## src/rtl/llu_pipe_pkg.sv

```systemverilog
// llu_pipe_pkg: shared types for the pipelined logic unit.
// Op encoding, FSM states and the op-class helper used by llu_pipe and llu_pipe_logic.
package llu_pipe_pkg;

    typedef enum logic [2:0] {
        LLU_AND = 3'd0,
        LLU_OR  = 3'd1,
        LLU_XOR = 3'd2,
        LLU_NOT = 3'd3,
        LLU_NEG = 3'd4,
        LLU_SHL = 3'd5,
        LLU_SHR = 3'd6,
        LLU_ASR = 3'd7
    } lluOpT;

    typedef enum logic [1:0] {
        ST_IDLE  = 2'd0,
        ST_SHIFT = 2'd1,
        ST_DONE  = 2'd2
    } lluStateT;

    // True for the three shift ops (SHL, SHR, ASR).
    function automatic logic is_shift(input lluOpT op);
        return (op == LLU_SHL) || (op == LLU_SHR) || (op == LLU_ASR);
    endfunction

endpackage

```

## src/rtl/llu_pipe_logic.sv

```systemverilog
// llu_pipe_logic: combinational result for AND/OR/XOR/NOT/NEG.
// With LLU_PIPE_BARREL_EN defined it also contains a log-depth barrel shifter;
// otherwise a shift op returns in1 unchanged (only reached for shamt == 0).
module llu_pipe_logic
    import llu_pipe_pkg::*;
#(
    parameter int WIDTH = 16
) (
    input  lluOpT              op,
    input  logic [WIDTH-1:0]   in1,
    input  logic [WIDTH-1:0]   in2,
    output logic [WIDTH-1:0]   result
);

    logic [WIDTH-1:0] shiftRes;

`ifdef LLU_PIPE_BARREL_EN
    localparam int SHAMT_W = $clog2(WIDTH);

    logic [WIDTH-1:0] stage [SHAMT_W+1];
    logic             shiftLeft;
    logic             fillBit;

    assign shiftLeft = (op == LLU_SHL);
    // ASR replicates the sign bit; SHR/SHL fill with zeros.
    assign fillBit   = (op == LLU_ASR) & in1[WIDTH-1];
    assign stage[0]  = in1;

    // Stage gi shifts by 2**gi when shamt bit gi is set.
    genvar gi;
    for (gi = 0; gi < SHAMT_W; gi++) begin : gStage
        localparam int S = 1 << gi;
        assign stage[gi+1] = !in2[gi]  ? stage[gi] :
                             shiftLeft ? {stage[gi][WIDTH-1-S:0], {S{1'b0}}} :
                                         {{S{fillBit}}, stage[gi][WIDTH-1:S]};
    end

    assign shiftRes = stage[SHAMT_W];
`else
    assign shiftRes = in1;
`endif

    // Single-cycle result selection; NEG wraps modulo 2**WIDTH.
    always_comb begin
        result = '0;
        case (op)
            LLU_AND: result = in1 & in2;
            LLU_OR:  result = in1 | in2;
            LLU_XOR: result = in1 ^ in2;
            LLU_NOT: result = ~in1;
            LLU_NEG: result = (~in1) + WIDTH'(1);
            default: result = shiftRes;
        endcase
    end

endmodule

```

## src/rtl/llu_pipe.sv

```systemverilog
// llu_pipe: handshaked logic/shift unit with registered result and zero/neg flags.
// FSM IDLE -> (SHIFT) -> DONE. Shifts run one bit per cycle unless
// LLU_PIPE_BARREL_EN is defined, in which case every op completes in one cycle.
module llu_pipe
    import llu_pipe_pkg::*;
#(
    parameter int WIDTH   = 16,
    parameter int SHAMT_W = $clog2(WIDTH)
) (
    input  logic               clk,
    input  logic               rst,
    input  logic               in_valid,
    output logic               in_ready,
    input  logic [2:0]         op,
    input  logic [WIDTH-1:0]   in1,
    input  logic [WIDTH-1:0]   in2,
    output logic               out_valid,
    input  logic               out_ready,
    output logic [WIDTH-1:0]   out_data,
    output logic               out_zero,
    output logic               out_neg,
    output logic               busy
);

    lluStateT         stateReg, stateNext;
    lluOpT            opIn;
    logic             accept;
    logic             startIter;
    logic [WIDTH-1:0] logicRes;
    logic             loadOut;
    logic [WIDTH-1:0] loadVal;
    logic [WIDTH-1:0] dataReg;
    logic             zeroReg, negReg;

    assign opIn = lluOpT'(op);

    llu_pipe_logic #(.WIDTH(WIDTH)) uLogic (
        .op     (opIn),
        .in1    (in1),
        .in2    (in2),
        .result (logicRes)
    );

    assign in_ready  = !rst && ((stateReg == ST_IDLE) ||
                                ((stateReg == ST_DONE) && out_ready));
    assign accept    = in_valid && in_ready;
    assign out_valid = (stateReg == ST_DONE);
    assign out_data  = dataReg;
    assign out_zero  = zeroReg;
    assign out_neg   = negReg;

`ifdef LLU_PIPE_BARREL_EN
    assign startIter = 1'b0;
    assign busy      = 1'b0;
`else
    logic [SHAMT_W-1:0] shamt;
    logic [SHAMT_W-1:0] cntReg;
    logic [WIDTH-1:0]   workReg;
    lluOpT              shiftOpReg;
    logic [WIDTH-1:0]   shiftStep;

    assign shamt     = in2[SHAMT_W-1:0];
    assign startIter = accept && is_shift(opIn) && (shamt != '0);
    assign busy      = (stateReg == ST_SHIFT);

    // One-bit shift of the work register in the captured direction.
    always_comb begin
        shiftStep = {1'b0, workReg[WIDTH-1:1]};
        case (shiftOpReg)
            LLU_SHL: shiftStep = {workReg[WIDTH-2:0], 1'b0};
            LLU_ASR: shiftStep = {workReg[WIDTH-1], workReg[WIDTH-1:1]};
            default: shiftStep = {1'b0, workReg[WIDTH-1:1]};
        endcase
    end

    // Work register and remaining-shift counter for the iterative shift.
    always_ff @(posedge clk or posedge rst) begin
        if (rst) begin
            workReg    <= '0;
            cntReg     <= '0;
            shiftOpReg <= LLU_SHL;
        end else if (startIter) begin
            workReg    <= in1;
            cntReg     <= shamt;
            shiftOpReg <= opIn;
        end else if (stateReg == ST_SHIFT) begin
            workReg    <= shiftStep;
            cntReg     <= cntReg - SHAMT_W'(1);
        end
    end
`endif

    // Pick which value, if any, is captured into the output registers this cycle.
    always_comb begin
        loadOut = 1'b0;
        loadVal = logicRes;
        if (accept && !startIter) begin
            loadOut = 1'b1;
        end
`ifndef LLU_PIPE_BARREL_EN
        else if ((stateReg == ST_SHIFT) && (cntReg == SHAMT_W'(1))) begin
            loadOut = 1'b1;
            loadVal = shiftStep;
        end
`endif
    end

    // Result and flags are captured together and held until the next load.
    always_ff @(posedge clk or posedge rst) begin
        if (rst) begin
            dataReg <= '0;
            zeroReg <= 1'b0;
            negReg  <= 1'b0;
        end else if (loadOut) begin
            dataReg <= loadVal;
            zeroReg <= (loadVal == '0);
            negReg  <= loadVal[WIDTH-1];
        end
    end

    // FSM state register.
    always_ff @(posedge clk or posedge rst) begin
        if (rst) begin
            stateReg <= ST_IDLE;
        end else begin
            stateReg <= stateNext;
        end
    end

    // Next state: acceptance from IDLE or DONE jumps straight to the new op's state.
    always_comb begin
        stateNext = stateReg;
        case (stateReg)
            ST_IDLE, ST_DONE: begin
                if ((stateReg == ST_DONE) && out_ready) begin
                    stateNext = ST_IDLE;
                end
                if (accept) begin
                    stateNext = startIter ? ST_SHIFT : ST_DONE;
                end
            end
            ST_SHIFT: begin
`ifndef LLU_PIPE_BARREL_EN
                if (cntReg == SHAMT_W'(1)) begin
                    stateNext = ST_DONE;
                end
`else
                stateNext = ST_IDLE;
`endif
            end
            default: stateNext = ST_IDLE;
        endcase
    end

endmodule

```

## config.mk

```make
export PLATFORM = sky130hd
export DESIGN_NAME = llu_pipe
export DESIGN_NICKNAME = d
export VERILOG_FILES = /design/src/rtl/llu_pipe_pkg.sv /design/src/rtl/llu_pipe_logic.sv /design/src/rtl/llu_pipe.sv
export SDC_FILE = /design/constraint.sdc
export NUM_CORES = 1
export LEC_CHECK = 0
export ABC_AREA = 0
export CORE_ASPECT_RATIO = 1.4
export CORE_MARGIN = 2
export CORE_UTILIZATION = 30
export DETAILED_ROUTE_END_ITERATION = 7
export MAX_ROUTING_LAYER = met4
export SYNTH_ARGS = -nofsm -noshare
export SYNTH_HDL_FRONTEND = slang
export SYNTH_SLANG_ARGS = --single-unit
```

## constraint.sdc

```tcl
create_clock -name clk -period 2.15 [get_ports clk]
set_input_delay 0.43 -clock clk [delete_from_list [all_inputs] [get_ports clk]]
set_output_delay 0.43 -clock clk [all_outputs]
set_load 0.1 [all_outputs]
```

# Word level (Yosys, flattened, before mapping)
# Index checks and enable logic that the tools add are counted.
[word_totals]
regBits = 43
input_bits = 39
output_inout_bits = 21
elab_cells = 61
[classes]
eq_ne = 14
bitwise = 4
n_addsub = 2
muxes = 15
n_reduce_logical = 19
[op_table]
columns = ["operator", "n"]
rows = [
  ["16-bit case mux with 5 select lines", 1],
  ["16-bit 2-to-1 mux", 4],
  ["16-bit case mux with 2 select lines", 1],
  ["3-bit equality test (second input constant)", 6],
  ["16-bit by 1-bit adder with 16-bit output (second input constant)", 1],
  ["16-bit AND", 1],
  ["16-bit zero test", 1],
  ["16-bit inverter", 1],
  ["16-bit OR", 1],
  ["16-bit bitwise XOR", 1],
  ["2-bit 2-to-1 mux", 4],
  ["4-bit 2-to-1 mux", 2],
  ["1-bit logical AND", 7],
  ["3-bit by 2-bit equality test with 1-bit output (second input constant)", 2],
  ["4-bit by 1-bit equality test with 1-bit output (second input constant)", 1],
  ["2-bit case mux with 2 select lines", 1],
  ["4-bit nonzero test", 1],
  ["4-bit by 1-bit subtractor with 4-bit output (second input constant)", 1],
  ["3-bit by 1-bit equality test with 1-bit output (second input constant)", 1],
  ["3-bit zero test", 1],
  ["1-bit logical OR", 3],
  ["3-bit inequality test (second input constant)", 1],
  ["2-bit by 1-bit equality test with 1-bit output (second input constant)", 1],
  ["2-bit equality test (second input constant)", 1],
  ["other kinds (7)", 9],
]

# Longest topological paths before layout
[depth]
word_depth = 11
depth_mapped = 11
ltp_nobuf = 10

# Modules after synthesis
# Synthesis repeated with hierarchy kept, for this count alone.
[hier_totals]
hier_cells = 441
area_unflattened_um2 = 3736.1
[modules_own_cells]
columns = ["module", "cells_each", "instances", "seq_area_each_um2", "area_per_inst_um2"]
rows = [
  ["llu_pipe", 224, 1, 1053.5, 2247.2],
  ["llu_pipe_logic", 217, 1, 0.0, 1488.9],
]

# Least setup slack after synthesis
# No wires, ideal clock.
[synth_path]
path_type = "register to register"
from = "register stateReg[1]"
to = "register workReg[9]"
arrival_time_ps = 3892
path_stages_with_launch = 8
slack_ps = -1869
n_path_buf = 2
setup_ps = 127
path_cell_list = "dfrtp_1 nor2b_1 nor3_1 and3_1 clkbuf_1 nor2_1 clkbuf_1 a221o_2"
[synth_between]
elab_chain_len = 8
word_cells_on_any_way = 11
classes_between = "eq/ne: 2; mux: 1; reduce/logical: 8"
[synth_lines]
columns = ["element", "line_no", "rtl"]
rows = [
  ["from (decl)", "llu_pipe.sv:25", "lluStateT stateReg, stateNext;"],
  ["from (signal assigned)", "llu_pipe.sv:126", "stateReg <= stateNext;"],
  ["2-bit equality test", "llu_pipe.sv:45", "((stateReg == ST_DONE) && out_ready));"],
  ["1-bit logical AND", "llu_pipe.sv:45", ""],
  ["1-bit logical OR *", "llu_pipe.sv:44", "assign in_ready = !rst && ((stateReg == ST_IDLE) ||"],
  ["1-bit logical AND *", "llu_pipe.sv:44", ""],
  ["via in_ready", "llu_pipe.sv:13", "output logic in_ready,"],
  ["1-bit logical AND *", "llu_pipe.sv:46", "assign accept = in_valid && in_ready;"],
  ["1-bit logical AND * (2 in series)", "llu_pipe.sv:63", "assign startIter = accept && is_shift(opIn) && (shamt != '0);"],
  ["16-bit 2-to-1 mux / 2-bit nonzero test (equally long branches)", "-", ""],
  ["to (signal assigned)", "llu_pipe.sv:83", "workReg <= in1;"],
  ["to (signal assigned)", "llu_pipe.sv:87", "workReg <= shiftStep;"],
  ["to (decl)", "llu_pipe.sv:58", "logic [WIDTH-1:0] workReg;"],
]
# Mark *: on every way through the listed nets, which the timed path passes. The rest lies on a longest branch.
# A chain may end at the register's enable or synchronous reset.

# Worst setup path after layout
[layout_path]
from = "input in1[6]"
to = "register zeroReg, in the netlist out_zero"
[layout_between]
elab_chain_len = 6
word_cells_on_any_way = 9
classes_between = "add/sub: 1; mux: 3; bitwise: 4; reduce/logical: 1"
[layout_lines]
columns = ["element", "line_no", "rtl"]
rows = [
  ["from (decl)", "llu_pipe.sv:15", "input logic [WIDTH-1:0] in1,"],
  ["16-bit inverter", "llu_pipe_logic.sv:50, llu_pipe_logic.sv:51", ""],
  ["16-bit by 1-bit adder with 16-bit output", "llu_pipe_logic.sv:51", "LLU_NEG: result = (~in1) + WIDTH'(1);"],
  ["16-bit case mux with 5 select lines *", "llu_pipe_logic.sv:46", "case (op)"],
  ["16-bit 2-to-1 mux", "llu_pipe.sv:101", "else if ((stateReg == ST_SHIFT) && (cntReg == SHAMT_W'(1))) begin"],
  ["16-bit 2-to-1 mux *", "llu_pipe.sv:97", "if (accept && !startIter) begin"],
  ["16-bit zero test *", "llu_pipe.sv:116", "zeroReg <= (loadVal == '0);"],
  ["to (signal assigned)", "llu_pipe.sv:116", ""],
  ["to (decl)", "llu_pipe.sv:33", "logic zeroReg, negReg;"],
]
# Every way passes the cells marked *; elsewhere a longest branch is shown, timed or not.

==> metrics.cfg <==
[outcome]
status = complete, but fails checks
violations = setup timing

[detailed_routing]
vias = 3970
drc = 0
drt_pre_antenna_iters = 4
antenna_left = 0
wl_met1_um = 4810
met3_wirelength_um = 471
dr.first_iter.drc_count = 325
routed_wl_um = 11800
via_per_inst = 5.17
route.met2.wl_um = 5980
top_layer_used = met4
wl_per_cell_um = 15.3

[layout]
drive_above_1_share_pct = 41.1
final_nets = 691
areaGrowthSynthToFinish_pct = 57.8
stdcell_count = 768
antennaDiodeCount = 0

[place]
portBuffers = 59
dp_cells = 741
globalplace.congestion = 0.930
pre_cts_ws_ps = -831
hpwl_um = 9270

[logic_synthesis]
synth_flop_cell = dfrtp_1
synth_async_sr_flop_share_pct = 100
synth_nets = 525
yosys_warnings = 0
synth_area_leaders = dfrtp_1, ha_1, nor2_1
synth-seq-cells = 42
synth_edf_count = 0
synth_top_area_share_pct = 27.0
yosys.area.top_type = dfrtp_1
syn_inst = 451
ys_seq_area_share_pct = 28.4
synth_area_sq_um = 3710
yosysUniqueCellTypes = 56
syn_avg_cell_area_sq_um = 8.23

[setup_path]
path_class = primary input to flop
critPathCaptureType = flop
crit_fanout = 3
critPathArrivalTime_ps = 2430
start_kind = primary input
cp.required_ps = 2320

[floorplan]
core-area_sq_um = 12200
die_h_um = 136
core.rowCount = 48
die_area_sq_um = 13300
pin_count = 60
die_w_um = 98.0
start_util_pct = 30.4

[timing]
setup_viol = 1
final-max-slew-violation-count = 0
relSlewSlack_pct = 63.1
fin_hold_ws_ps = 480
fin_ws_ps = -110
fin_setup_tns_ps = -110
period_minus_slack_ps = 2260
hold_violations = 0
rsz0062_at_grt = yes
fin_crit_sh_pct = 105
max_freq_ghz = 0.442
finalClockSkew_ps = 6.67
worst_pin_slew_ps = 552

[grt]
grt_pass1_wl_um = 19300
grt_max_degree = 43
grt_overflow = 0
grt_usage_pct = 18.2
antenna_found_initial = 0
grt_pass1_vias = 4028

[pwr]
power.density_nw_per_um2 = 1010
peakVddDrop_mv = 0.525
power_mw = 5.93
power_leakage_nw = 2.77

[clocking]
path_clk_slew_ps = 60
cts_buffers = 5
clock-sinks = 42
clk_latency_ps = 280
clk_path_buf_depth = 2
htreeDepth = 2
clk_root_buffer_cell = clkbuf_16
cts_tree = built

[worst_hold_path]
hp-class = flop to flop

[flow_run]
cap_violations = 0

-- state kept, by name, summed over array words and instances, names as in the netlist --
register / flops
out_data: 16
shiftOpReg: 3
stateReg: 2
workReg: 16
cntReg: 4
out_zero: 1
-- final cells by class --
type,count,area [sq um]
Tap cell,150,188
Sequential cell,42,1050
Timing Repair Buffer,190,1580
Fill cell,1140,6330
Multi-Input combinational cell,335,2730
Clock buffer,6,129
Inverter,43,169
Clock inverter,2,13.8
-- cells in the mapped netlist, types with 3 or more instances --
| master | number |
|---|---|
| nor2_1 | 61 |
| dfrtp_1 | 40 |
| a21oi_1 | 31 |
| a31oi_1 | 3 |
| o22ai_1 | 3 |
| nor2b_1 | 6 |
| nor4_1 | 3 |
| nand2b_1 | 4 |
| nand4_1 | 3 |
| inv_1 | 43 |
| o211ai_1 | 8 |
| ha_1 | 35 |
| mux4_2 | 4 |
| nor3_1 | 14 |
| clkbuf_1 | 15 |
| nand2_1 | 33 |
| a211oi_1 | 10 |
| buf_4 | 4 |
| mux2i_1 | 14 |
| nand3_1 | 4 |
| buf_2 | 6 |
| a221o_1 | 15 |
| o31ai_1 | 6 |
| o21ai_1 | 3 |
| or3_1 | 4 |
| o21ai_0 | 22 |
| a221oi_1 | 3 |
| xnor2_1 | 7 |
| buf_6 | 4 |
| a22oi_1 | 3 |
| or2_2 | 3 |
| mux2_2 | 7 |
-- layer usage --
metal  vias up  global-route usage (%)
met1      1873                    20.7
met4         0                    9.10
met5         -                       -
met2       116                    32.1
li1       1943                       -
met3        38                    1.70
-- where the power goes --
group	switching, mW	internal, mW
Combinational	2.41	1.40
Clock	0.300	0.430
Sequential	0.252	1.14
-- placed cells by master, fill, tap and decap left out, types with 9 or more instances in the layout --
cell / n
a21oi_1: 24
a221o_1: 15
clkdlybuf4s50_1: 13
nand2_1: 31
dlygate4sd2_1: 9
ha_1: 32
inv_1: 37
buf_6: 16
mux2i_1: 14
buf_4: 137
o21ai_0: 12
dfrtp_1: 40
nor2_1: 59
-- final timing paths --
check | from | endpoint | slack (ps) | depth (start not counted)
max | in1[6] | out_zero | -110 | 11
min | out_data[2] | out_data[2] | 480 | 2
min reg2reg | out_data[2] | out_data[2] | 480 | 2
max reg2reg | shiftOpReg[0] | out_zero | -10 | 9
max in group asynchronous | rst | shiftOpReg[2] | 1280 | 3
min in group asynchronous | rst | stateReg[1] | 600 | 3
-- through the flow --
| step | util, % | cell area, sq um |
|---|---|---|
| final | 48.1 | 5860 |
| after global routing | 48.1 | 5860 |
| after CTS | 46.6 | 5690 |
| after detailed placement | 42.8 | 5210 |
| after global placement | 42.8 | 5210 |
| after floorplan | - | 3800 |
-- critical path, cell delays in order --
cell and delay [ps]:
buf_6 90, buf_6 110, or4_4 560, buf_4 160, nor3_2 130, xnor2_1 130
nor2_1 50, o32a_1 360, nand4_1 100, nor4_2 40, a32o_1 260
-- what timing repair did --
| item | CTS | global route |
|---|---|---|
| endpoints found under the setup margin | 40 | 13 |
| pin swaps | 33 | 33 |
| hold buffers | 0 | 0 |
| setup buffers | 13 | 8 |
| gates resized for setup | 102 | 48 |
| gates cloned | 0 | 0 |
-- logic make-up (layout without fill, tap and decap cells) --
group	count (synthesis)	count (layout)	synth area share (%)
xor+xnor	7	7	1.65
compound gates	121	121	22.5
flops	42	42	28.4
simple gates	147	147	18.5
buf+inv	74	241	8.90
fa+ha+maj	35	35	11.8
mux	25	25	8.33
No activity file was read; power rests on OpenSTA's default activity.
